[config.mk]
export PLATFORM = sky130hd
export DESIGN_NAME = bpsk_frame_check
export DESIGN_NICKNAME = d
export VERILOG_FILES = /design/src/rtl/bpsk_frame_check.sv
export SDC_FILE = /design/constraint.sdc
export NUM_CORES = 1
export LEC_CHECK = 0
export ABC_CLOCK_PERIOD_IN_PS = 3560
export CELL_PAD_IN_SITES_DETAIL_PLACEMENT = 0
export CELL_PAD_IN_SITES_GLOBAL_PLACEMENT = 1
export CORE_ASPECT_RATIO = 0.6
export CORE_MARGIN = 2
export CORE_UTILIZATION = 30
export DETAILED_ROUTE_END_ITERATION = 12
export PLACE_DENSITY = 0.64
export SYNTH_ARGS = -nofsm -noshare
export SYNTH_HDL_FRONTEND = slang
export SYNTH_SLANG_ARGS = --single-unit
export TNS_END_PERCENT = 5
[constraint.sdc]
create_clock -name clk -period 3.56 [get_ports clk]
set_input_delay 0.712 -clock clk [delete_from_list [all_inputs] [get_ports clk]]
set_output_delay 0.712 -clock clk [all_outputs]
set_load 0.02 [all_outputs]
[src/rtl/bpsk_frame_check.sv]
// rtl/bpsk_frame_check.sv - BPSK receiver frame parser with CRC-8 check and FWFT output buffer
module bpsk_frame_check #(
    parameter int          MAX_LEN    = 255,
    parameter logic [7:0]  CRC_POLY   = 8'h07,
    parameter logic [7:0]  CRC_INIT   = 8'h00,
    parameter int          OBUF_DEPTH = 4
) (
    input  logic        clk,
    input  logic        reset,
    input  logic [7:0]  in_byte,
    input  logic        in_push,
    input  logic        in_sync,
    input  logic        in_last,
    output logic        in_stop,
    output logic [7:0]  out_data,
    output logic        out_valid,
    input  logic        out_ready,
    output logic        out_first,
    output logic        out_last,
    output logic        frame_done,
    output logic        frame_ok,
    output logic [1:0]  err_code,
    output logic [15:0] frame_cnt,
    output logic [15:0] err_cnt
);
    localparam int          PW        = $clog2(OBUF_DEPTH);
    localparam logic [8:0]  MAX_LEN_W = 9'(MAX_LEN);
    localparam logic [PW:0] FULL_LVL  = (PW+1)'(OBUF_DEPTH);
    localparam logic [PW:0] STOP_LVL  = (PW+1)'(OBUF_DEPTH - 2);

    // The LEN byte is handled on the sync byte itself, so no separate LEN state is held.
    typedef enum logic [1:0] {S_IDLE, S_PAY, S_CRC, S_HUNT} state_t;

    function automatic logic [7:0] crc8_next(input logic [7:0] c, input logic [7:0] d);
        logic [7:0] r;
        r = c ^ d;
        for (int i = 0; i < 8; i++) begin
            r = r[7] ? ({r[6:0], 1'b0} ^ CRC_POLY) : {r[6:0], 1'b0};
        end
        return r;
    endfunction

    state_t        state_q, state_d;
    logic [7:0]    crc_q, crc_d;
    logic [7:0]    rem_q, rem_d;
    logic          first_q, first_d;
    logic [PW-1:0] wr_ptr_q, wr_ptr_d, rd_ptr_q, rd_ptr_d;
    logic [PW:0]   cnt_q, cnt_d;
    logic          in_stop_q, in_stop_d;
    logic          done_q, done_d, ok_q, ok_d;
    logic [1:0]    code_q, code_d;
    logic [15:0]   frame_cnt_q, frame_cnt_d, err_cnt_q, err_cnt_d;
    logic          push, pop, push_last;

    logic [7:0]    mem_data  [OBUF_DEPTH];
    logic          mem_first [OBUF_DEPTH];
    logic          mem_last  [OBUF_DEPTH];

    // Frame parsing, status decision and output-buffer bookkeeping for the next cycle.
    always_comb begin
        state_d   = state_q;
        crc_d     = crc_q;
        rem_d     = rem_q;
        first_d   = first_q;
        done_d    = 1'b0;
        ok_d      = 1'b0;
        code_d    = 2'd0;
        push      = 1'b0;
        push_last = 1'b0;
        pop       = (cnt_q != '0) && out_ready;

        if (in_push) begin
            if (in_sync) begin
                // A sync inside a running frame aborts it; the byte still starts a new frame.
                if (state_q == S_PAY || state_q == S_CRC) begin
                    done_d = 1'b1;
                    code_d = 2'd3;
                end
                crc_d   = crc8_next(CRC_INIT, in_byte);
                rem_d   = in_byte;
                first_d = 1'b1;
                if ({1'b0, in_byte} > MAX_LEN_W) begin
                    if (!done_d) begin
                        done_d = 1'b1;
                        code_d = 2'd2;
                    end
                    state_d = S_HUNT;
                end else if (in_last) begin
                    if (!done_d) begin
                        done_d = 1'b1;
                        code_d = 2'd2;
                    end
                    state_d = S_IDLE;
                end else if (in_byte == 8'd0) begin
                    state_d = S_CRC;
                end else begin
                    state_d = S_PAY;
                end
            end else begin
                case (state_q)
                    S_PAY: begin
                        if (cnt_q == FULL_LVL) begin
                            // Overflow: byte dropped, frame abandoned.
                            done_d  = 1'b1;
                            code_d  = 2'd3;
                            state_d = S_HUNT;
                        end else begin
                            push      = 1'b1;
                            push_last = (rem_q == 8'd1);
                            first_d   = 1'b0;
                            crc_d     = crc8_next(crc_q, in_byte);
                            rem_d     = rem_q - 8'd1;
                            if (in_last) begin
                                done_d  = 1'b1;
                                code_d  = 2'd2;
                                state_d = S_IDLE;
                            end else if (rem_q == 8'd1) begin
                                state_d = S_CRC;
                            end
                        end
                    end
                    S_CRC: begin
                        done_d  = 1'b1;
                        state_d = S_IDLE;
                        if (!in_last) begin
                            code_d = 2'd2;
                        end else if (in_byte == crc_q) begin
                            ok_d = 1'b1;
                        end else begin
                            code_d = 2'd1;
                        end
                    end
                    default: ;
                endcase
            end
        end

        case ({push, pop})
            2'b10:   cnt_d = cnt_q + (PW+1)'(1);
            2'b01:   cnt_d = cnt_q - (PW+1)'(1);
            default: cnt_d = cnt_q;
        endcase
        wr_ptr_d    = push ? wr_ptr_q + PW'(1) : wr_ptr_q;
        rd_ptr_d    = pop  ? rd_ptr_q + PW'(1) : rd_ptr_q;
        in_stop_d   = (cnt_d >= STOP_LVL);
        frame_cnt_d = frame_cnt_q + 16'(done_d & ok_d);
        err_cnt_d   = err_cnt_q + 16'(done_d & ~ok_d);
    end

    // State, status and counter registers; reset discards any frame in progress.
    always_ff @(posedge clk) begin
        if (reset) begin
            state_q     <= S_IDLE;
            crc_q       <= CRC_INIT;
            rem_q       <= 8'd0;
            first_q     <= 1'b0;
            wr_ptr_q    <= '0;
            rd_ptr_q    <= '0;
            cnt_q       <= '0;
            in_stop_q   <= 1'b0;
            done_q      <= 1'b0;
            ok_q        <= 1'b0;
            code_q      <= 2'd0;
            frame_cnt_q <= 16'd0;
            err_cnt_q   <= 16'd0;
        end else begin
            state_q     <= state_d;
            crc_q       <= crc_d;
            rem_q       <= rem_d;
            first_q     <= first_d;
            wr_ptr_q    <= wr_ptr_d;
            rd_ptr_q    <= rd_ptr_d;
            cnt_q       <= cnt_d;
            in_stop_q   <= in_stop_d;
            done_q      <= done_d;
            ok_q        <= ok_d;
            code_q      <= code_d;
            frame_cnt_q <= frame_cnt_d;
            err_cnt_q   <= err_cnt_d;
        end
    end

    // Output buffer storage; validity is tracked by the pointers and count alone.
    always_ff @(posedge clk) begin
        if (push) begin
            mem_data[wr_ptr_q]  <= in_byte;
            mem_first[wr_ptr_q] <= first_q;
            mem_last[wr_ptr_q]  <= push_last;
        end
    end

    assign out_valid  = (cnt_q != '0);
    assign out_data   = out_valid ? mem_data[rd_ptr_q]  : 8'd0;
    assign out_first  = out_valid ? mem_first[rd_ptr_q] : 1'b0;
    assign out_last   = out_valid ? mem_last[rd_ptr_q]  : 1'b0;
    assign in_stop    = in_stop_q;
    assign frame_done = done_q;
    assign frame_ok   = ok_q;
    assign err_code   = code_q;
    assign frame_cnt  = frame_cnt_q;
    assign err_cnt    = err_cnt_q;
endmodule

# --- After elaboration in Yosys (flattened, before gate mapping) ---
# Memory sizes are Yosys's and may differ from the RTL's. A register that Yosys moved wholly into a read port is not among the register bits.
# Index checks and enable logic that the tools add are counted.
word_totals:
  memories: 3
  inputBits: 14
  elab_cells: 138
  out_inout_bits: 48
  ramBits: 40
  regBits: 63
memory_table:
  columns: ["name", "words", "word_bits", "rd", "rd_ports_with_merged_regs", "write_ports", "line", "source"]
  rows:
  - ["mem_data", 4, 8, 1, 1, 1, "55", "logic [7:0] mem_data [OBUF_DEPTH];"]
  - ["mem_first", 4, 1, 1, 1, 1, "56", "logic mem_first [OBUF_DEPTH];"]
  - ["mem_last", 4, 1, 1, 1, 1, "57", "logic mem_last [OBUF_DEPTH];"]
classes:
  bitwise_logic: 21
  n_reduce_logical: 9
  n_lt_le_gt_ge: 1
  mux: 75
  eq_ne: 9
  addsub: 7
op_table:
  columns: ["op", "count"]
  rows:
  - ["2-to-1 mux 8 bit", 7]
  - ["2-to-1 mux 3 bit", 16]
  - ["NOT 3 bit", 16]
  - ["2-to-1 mux 2 bit", 19]
  - ["2-to-1 mux 1 bit", 29]
  - ["adder 16 x 1 -> 16 bit", 1]
  - ["adder 16 bit", 1]
  - ["bitwise AND 1 x 16 -> 16 bit", 1]
  - ["NOT 1 -> 16 bit", 1]
  - ["== test 8 x 1 -> 1 bit (second input constant)", 1]
  - ["== test 8 bit", 1]
  - ["logical NOT 8 bit", 1]
  - ["case mux 2 bit (2 select lines)", 2]
  - ["subtractor 8 x 1 -> 8 bit (second input constant)", 1]
  - ["XOR 8 bit", 1]
  - ["case mux 3 bit (2 select lines)", 1]
  - ["AND reduction 3 bit", 2]
  - ["nonzero test 3 bit", 2]
  - ["inequality test 5 x 3 -> 1 bit (second input constant)", 1]
  - ["adder 2 x 1 -> 2 bit (second input constant)", 2]
  - ["== test 2 x 1 -> 1 bit (second input constant)", 2]
  - ["== test 2 bit (second input constant)", 2]
  - ["adder 3 x 1 -> 3 bit (second input constant)", 1]
  - ["== test 3 bit (second input constant)", 1]
  - ["other kinds (10)", 10]

# --- Logic depth before layout (Yosys ltp) ---
logic_depth:
  word_depth: 20
  mapped_depth: 15
  ltp_nobuf: 14

# --- Worst setup path before layout ---
# Ideal clock, no wire load.
synth_path:
  kind: "input-to-reg"
  startpoint: "in in_byte[5]"
  endpoint: "reg err_cnt_q[10], in the netlist err_cnt[10]"
  path_slack_ns: 0.596
  arrival_time_ns: 2.837
  stages: 15
  n_path_buf: 2
  path_cell_list: "clkbuf_1 xnor2_1 ha_1 nand3_1 nor3_1 nand4_1 nor2b_1 ha_1 ha_1 nand2_1 or2_2 clkbuf_1 nor2_1 xnor2_1 nor2_1"
synth_between:
  elab_chain_cells: 9
synth_rtl:
  columns: ["item", "line", "source"]
  rows:
  - ["start, declared", "10", "input logic [7:0] in_byte,"]
  - ["== test 8 bit", "127", "end else if (in_byte == crc_q) begin"]
  - ["2-to-1 mux 1 bit", "127", null]
  - ["2-to-1 mux 1 bit", "125", "if (!in_last) begin"]
  - ["2-to-1 mux 1 bit", "100", "case (state_q)"]
  - ["2-to-1 mux 1 bit", "73", "if (in_sync) begin"]
  - ["2-to-1 mux 1 bit", "72", "if (in_push) begin"]
  - ["NOT 1 -> 16 bit", "147", "err_cnt_d = err_cnt_q + 16'(done_d & ~ok_d);"]
  - ["bitwise AND 1 x 16 -> 16 bit", "147", null]
  - ["adder 16 bit", "147", null]
  - ["end signal, assigned", "179", "err_cnt_q <= err_cnt_d;"]
  - ["end, declared", "52", "logic [15:0] frame_cnt_q, frame_cnt_d, err_cnt_q, err_cnt_d;"]
# No other way between the ends.
# A chain may end at the register's enable or synchronous reset.

# --- Worst setup path after layout ---
layout_path:
  startpoint: "in in_byte[3]"
  endpoint: "reg err_cnt_q[8], in the netlist err_cnt[8]"
# The elaborated chain is that of the path after synthesis.

==> flow_summary.ini <==
[clock_tree]
cts_inserted_buffers = 9
clock_latency_ns = 0.34
post_cts_buffers = 0
cts_resized = 0
holdBufCountCts = 0
cts_tree = built
path_clk_slew_ns = 0.07
cts.sinks = 105
cts.htree.levels = 3
cts_buffer_depth = 2
clock-root-buffer = clkbuf_16

[critical_path]
crit_arrival_ns = 3.44
worst_setup_path_end_kind = flop
critPathKind = input port to flop
startpoint_type = input port
cp.required_ns = 3.83
cp_max_fo = 6

[pwr]
pwr-share-seq_pct = 42.3
p_leak_nw = 2.28
swShare_pct = 29.9
power_switching_w = 0.000964
powerDensity_mw_per_mm2 = 502
intPower_w = 0.00227
p_comb_share_pct = 24.9
finalPower_w = 0.00323
power_frac_clock_pct = 32.8
max-vdd-ir-drop_mv = 0.219

[logic_synthesis]
synth-edff-count = 40
synth.area.mux_share_pct = 5.01
syn_inst = 485
synth-seq-cells = 105
syn_area_per_cell_um2 = 10.5
netlist-cell-type-count = 54
synthXorXnorAreaFrac_pct = 11.3
synth_area_mm2 = 0.00510
synth_top_family_by_area = simple AND/OR/NAND/NOR gates
ys_seq_area_share_pct = 49.1
synthAdderAreaFrac_pct = 5.06
ys_warn_count = 0
synth_top_flop_cell = dfxtp_1
synth-compound-area-share_pct = 8.81
async_flop_share_pct = 0
syn_nets = 519
synthSimpleGateAreaFrac_pct = 16.8

[timing]
finalClockSkew_ns = 0.00867
max_freq_ghz = 0.316
slew_viol_final = 0
tns_ns = 0
worst_pin_slew_ns = 0.757
post-route-min-period_ns = 3.17
timing_hold_violations_final = 0
slew_headroom_pct = 49.5
rsz0062_at_grt = no
finalCritPeriodShare_pct = 88.9
setup_viol = 0

[floorplan]
die-area_mm2 = 0.0181
die_y_um = 105
die_w_um = 172
rows = 36
io_pins = 62
start_util_pct = 31.0
core_mm2 = 0.0164

[route]
viasPerCell = 4.61
vias = 3673
drc = 0
ant_nets = 0
drt_iter0_markers = 232
dr.pass1.iters = 4
wire_per_inst_um = 15.3
wirelength_mm = 12.2

[status]
status = complete, no violations

[grt]
grt_pass1_vias = 3562
grt_antenna_before_repair = 0
grt_max_degree = 36
grt-ovfl-total = 0
grtUsageTotal_pct = 14.1
grt_pass1_wl_mm = 19.6

[final_layout]
diodes = 0
fillerInstances = 1590
syn_to_final_growth_pct = 26.1
final_cell_mix = nor2_1 (65), dfxtp_1 (65), clkdlybuf4s50_1 (60)
nets = 598
drive_gt1_share_pct = 12.3

[placed_design]
dp_hpwl_mm = 8.87
place_congestion = 0.822
port_buffers = 61

[hold_path]
hp-class = flop to flop

[flow_run]
max_cap_violations = 0
==> through the flow <==
| stage | std cells | setup WS, ns | instance area (um2) | utilization [%] | hold WS, ns |
|---|---|---|---|---|---|
| 6_report | 797 | 0.394 | 6430 | 39.1 | 0.487 |
| 5_1_grt | 797 | 0.0826 | 6430 | 39.1 | 0.519 |
| 4_1_cts | 797 | 0.398 | 6430 | 39.1 | 0.490 |
| 3_5_place_dp | 781 | 0.0519 | 6110 | 37.2 | 0.480 |
| 3_3_place_gp | 781 | 0.0805 | 6110 | 37.2 | 0.474 |
| 2_1_floorplan | 485 | 0.596 | 5100 | - | 0.454 |
==> cell type report <==
class                      count  area [um2]  area share, %
clock buffer                   9         225           3.50
clock inverter                 7        95.1           1.48
inverter                      22        87.6           1.36
multi-input combinational    334        2390           37.3
sequential                   105        2500           38.9
tap                          228         285           4.44
timing repair buffer          92         838           13.0
==> synth_stat cells (2+ instances only) <==
cell	n	area, um2
nand3_1	17	85.1
xor2_1	27	236
ha_1	19	238
mux4_2	10	225
buf_6	3	33.8
and2_1	11	68.8
o31ai_1	3	22.5
or3_1	7	43.8
a2bb2oi_1	3	26.3
nand2_1	32	120
and4_1	4	35.0
a211oi_1	9	67.6
xnor2_1	36	315
edfxtp_1	40	1200
buf_1	3	11.3
o21ai_0	13	65.1
nor2b_1	5	31.3
a21oi_1	21	105
nor2_1	65	244
clkbuf_1	17	63.8
mux2i_1	3	30.0
and2_4	2	17.5
nand4_1	6	37.5
and3_1	8	50.1
dfxtp_1	65	1300
inv_1	21	78.8
nor3_1	7	35.0
a22oi_1	2	15.0
==> path summary, 6_finish.rpt <==
check	start	endpoint	slack, ns	cells after the start
setup reg to reg	state_q[0]	err_cnt[8]	0.81	12
hold reg to reg	rem_q[7]	rem_q[7]	0.49	2
hold / removal	rem_q[7]	rem_q[7]	0.49	2
setup / recovery	in_byte[3]	err_cnt[8]	0.39	14
==> sequential cells by signal, summed over array words and instances, names as in the netlist, named ones only <==
register,count
cnt_q,3
crc_q,8
err_cnt,16
err_code,2
first_q,1
frame_cnt,16
frame_done,1
frame_ok,1
in_stop,1
mem_data,32
mem_first,4
mem_last,4
rd_ptr_q,2
rem_q,8
state_q,2
wr_ptr_q,2
==> kinds of logic after synthesis <==
logic type / after synthesis
AOI/OAI and AO/OA: 65
xor gates and xnor gates: 64
adders and majority gates: 20
buffers and inverters: 46
DFF: 105
muxes: 13
and+or+nand+nor: 172
==> power by group through the flow <==
stage | Sequential (W) | Combinational [W] | Clock (W)
finish | 0.00137 | 0.000803 | 0.00106
global route | 0.00138 | 0.000879 | 0.00115
global placement | 0.00139 | 0.000800 | 0
CTS | 0.00137 | 0.000813 | 0.00110
detailed placement | 0.00139 | 0.000809 | 0
floorplan | 0.00137 | 0.000541 | 0
==> critical path, stage by stage <==
cell and delay (ns):
clkdlybuf4s50_1 0.49, xor2_1 0.22, inv_1 0.07, ha_1 0.20
nand3_1 0.09, nor3_1 0.07, nand4_1 0.14, nor2b_1 0.18
ha_1 0.21, ha_1 0.18, nand2_1 0.07, or2_2 0.34
or3_1 0.31, a21oi_1 0.14
==> layer usage <==
| layer | GRT usage (%) | wire length (um) | vias up | share of wire [%] |
|---|---|---|---|---|
| met5 | 0 | 0 | - | 0 |
| met4 | 3.06 | 44 | 0 | 0.36 |
| met3 | 3.11 | 383 | 2 | 3.1 |
| met2 | 20.4 | 5200 | 69 | 43 |
| met1 | 21.3 | 6560 | 1758 | 54 |
| li1 | - | - | 1844 | - |
Power figures use the tool's default switching activity.
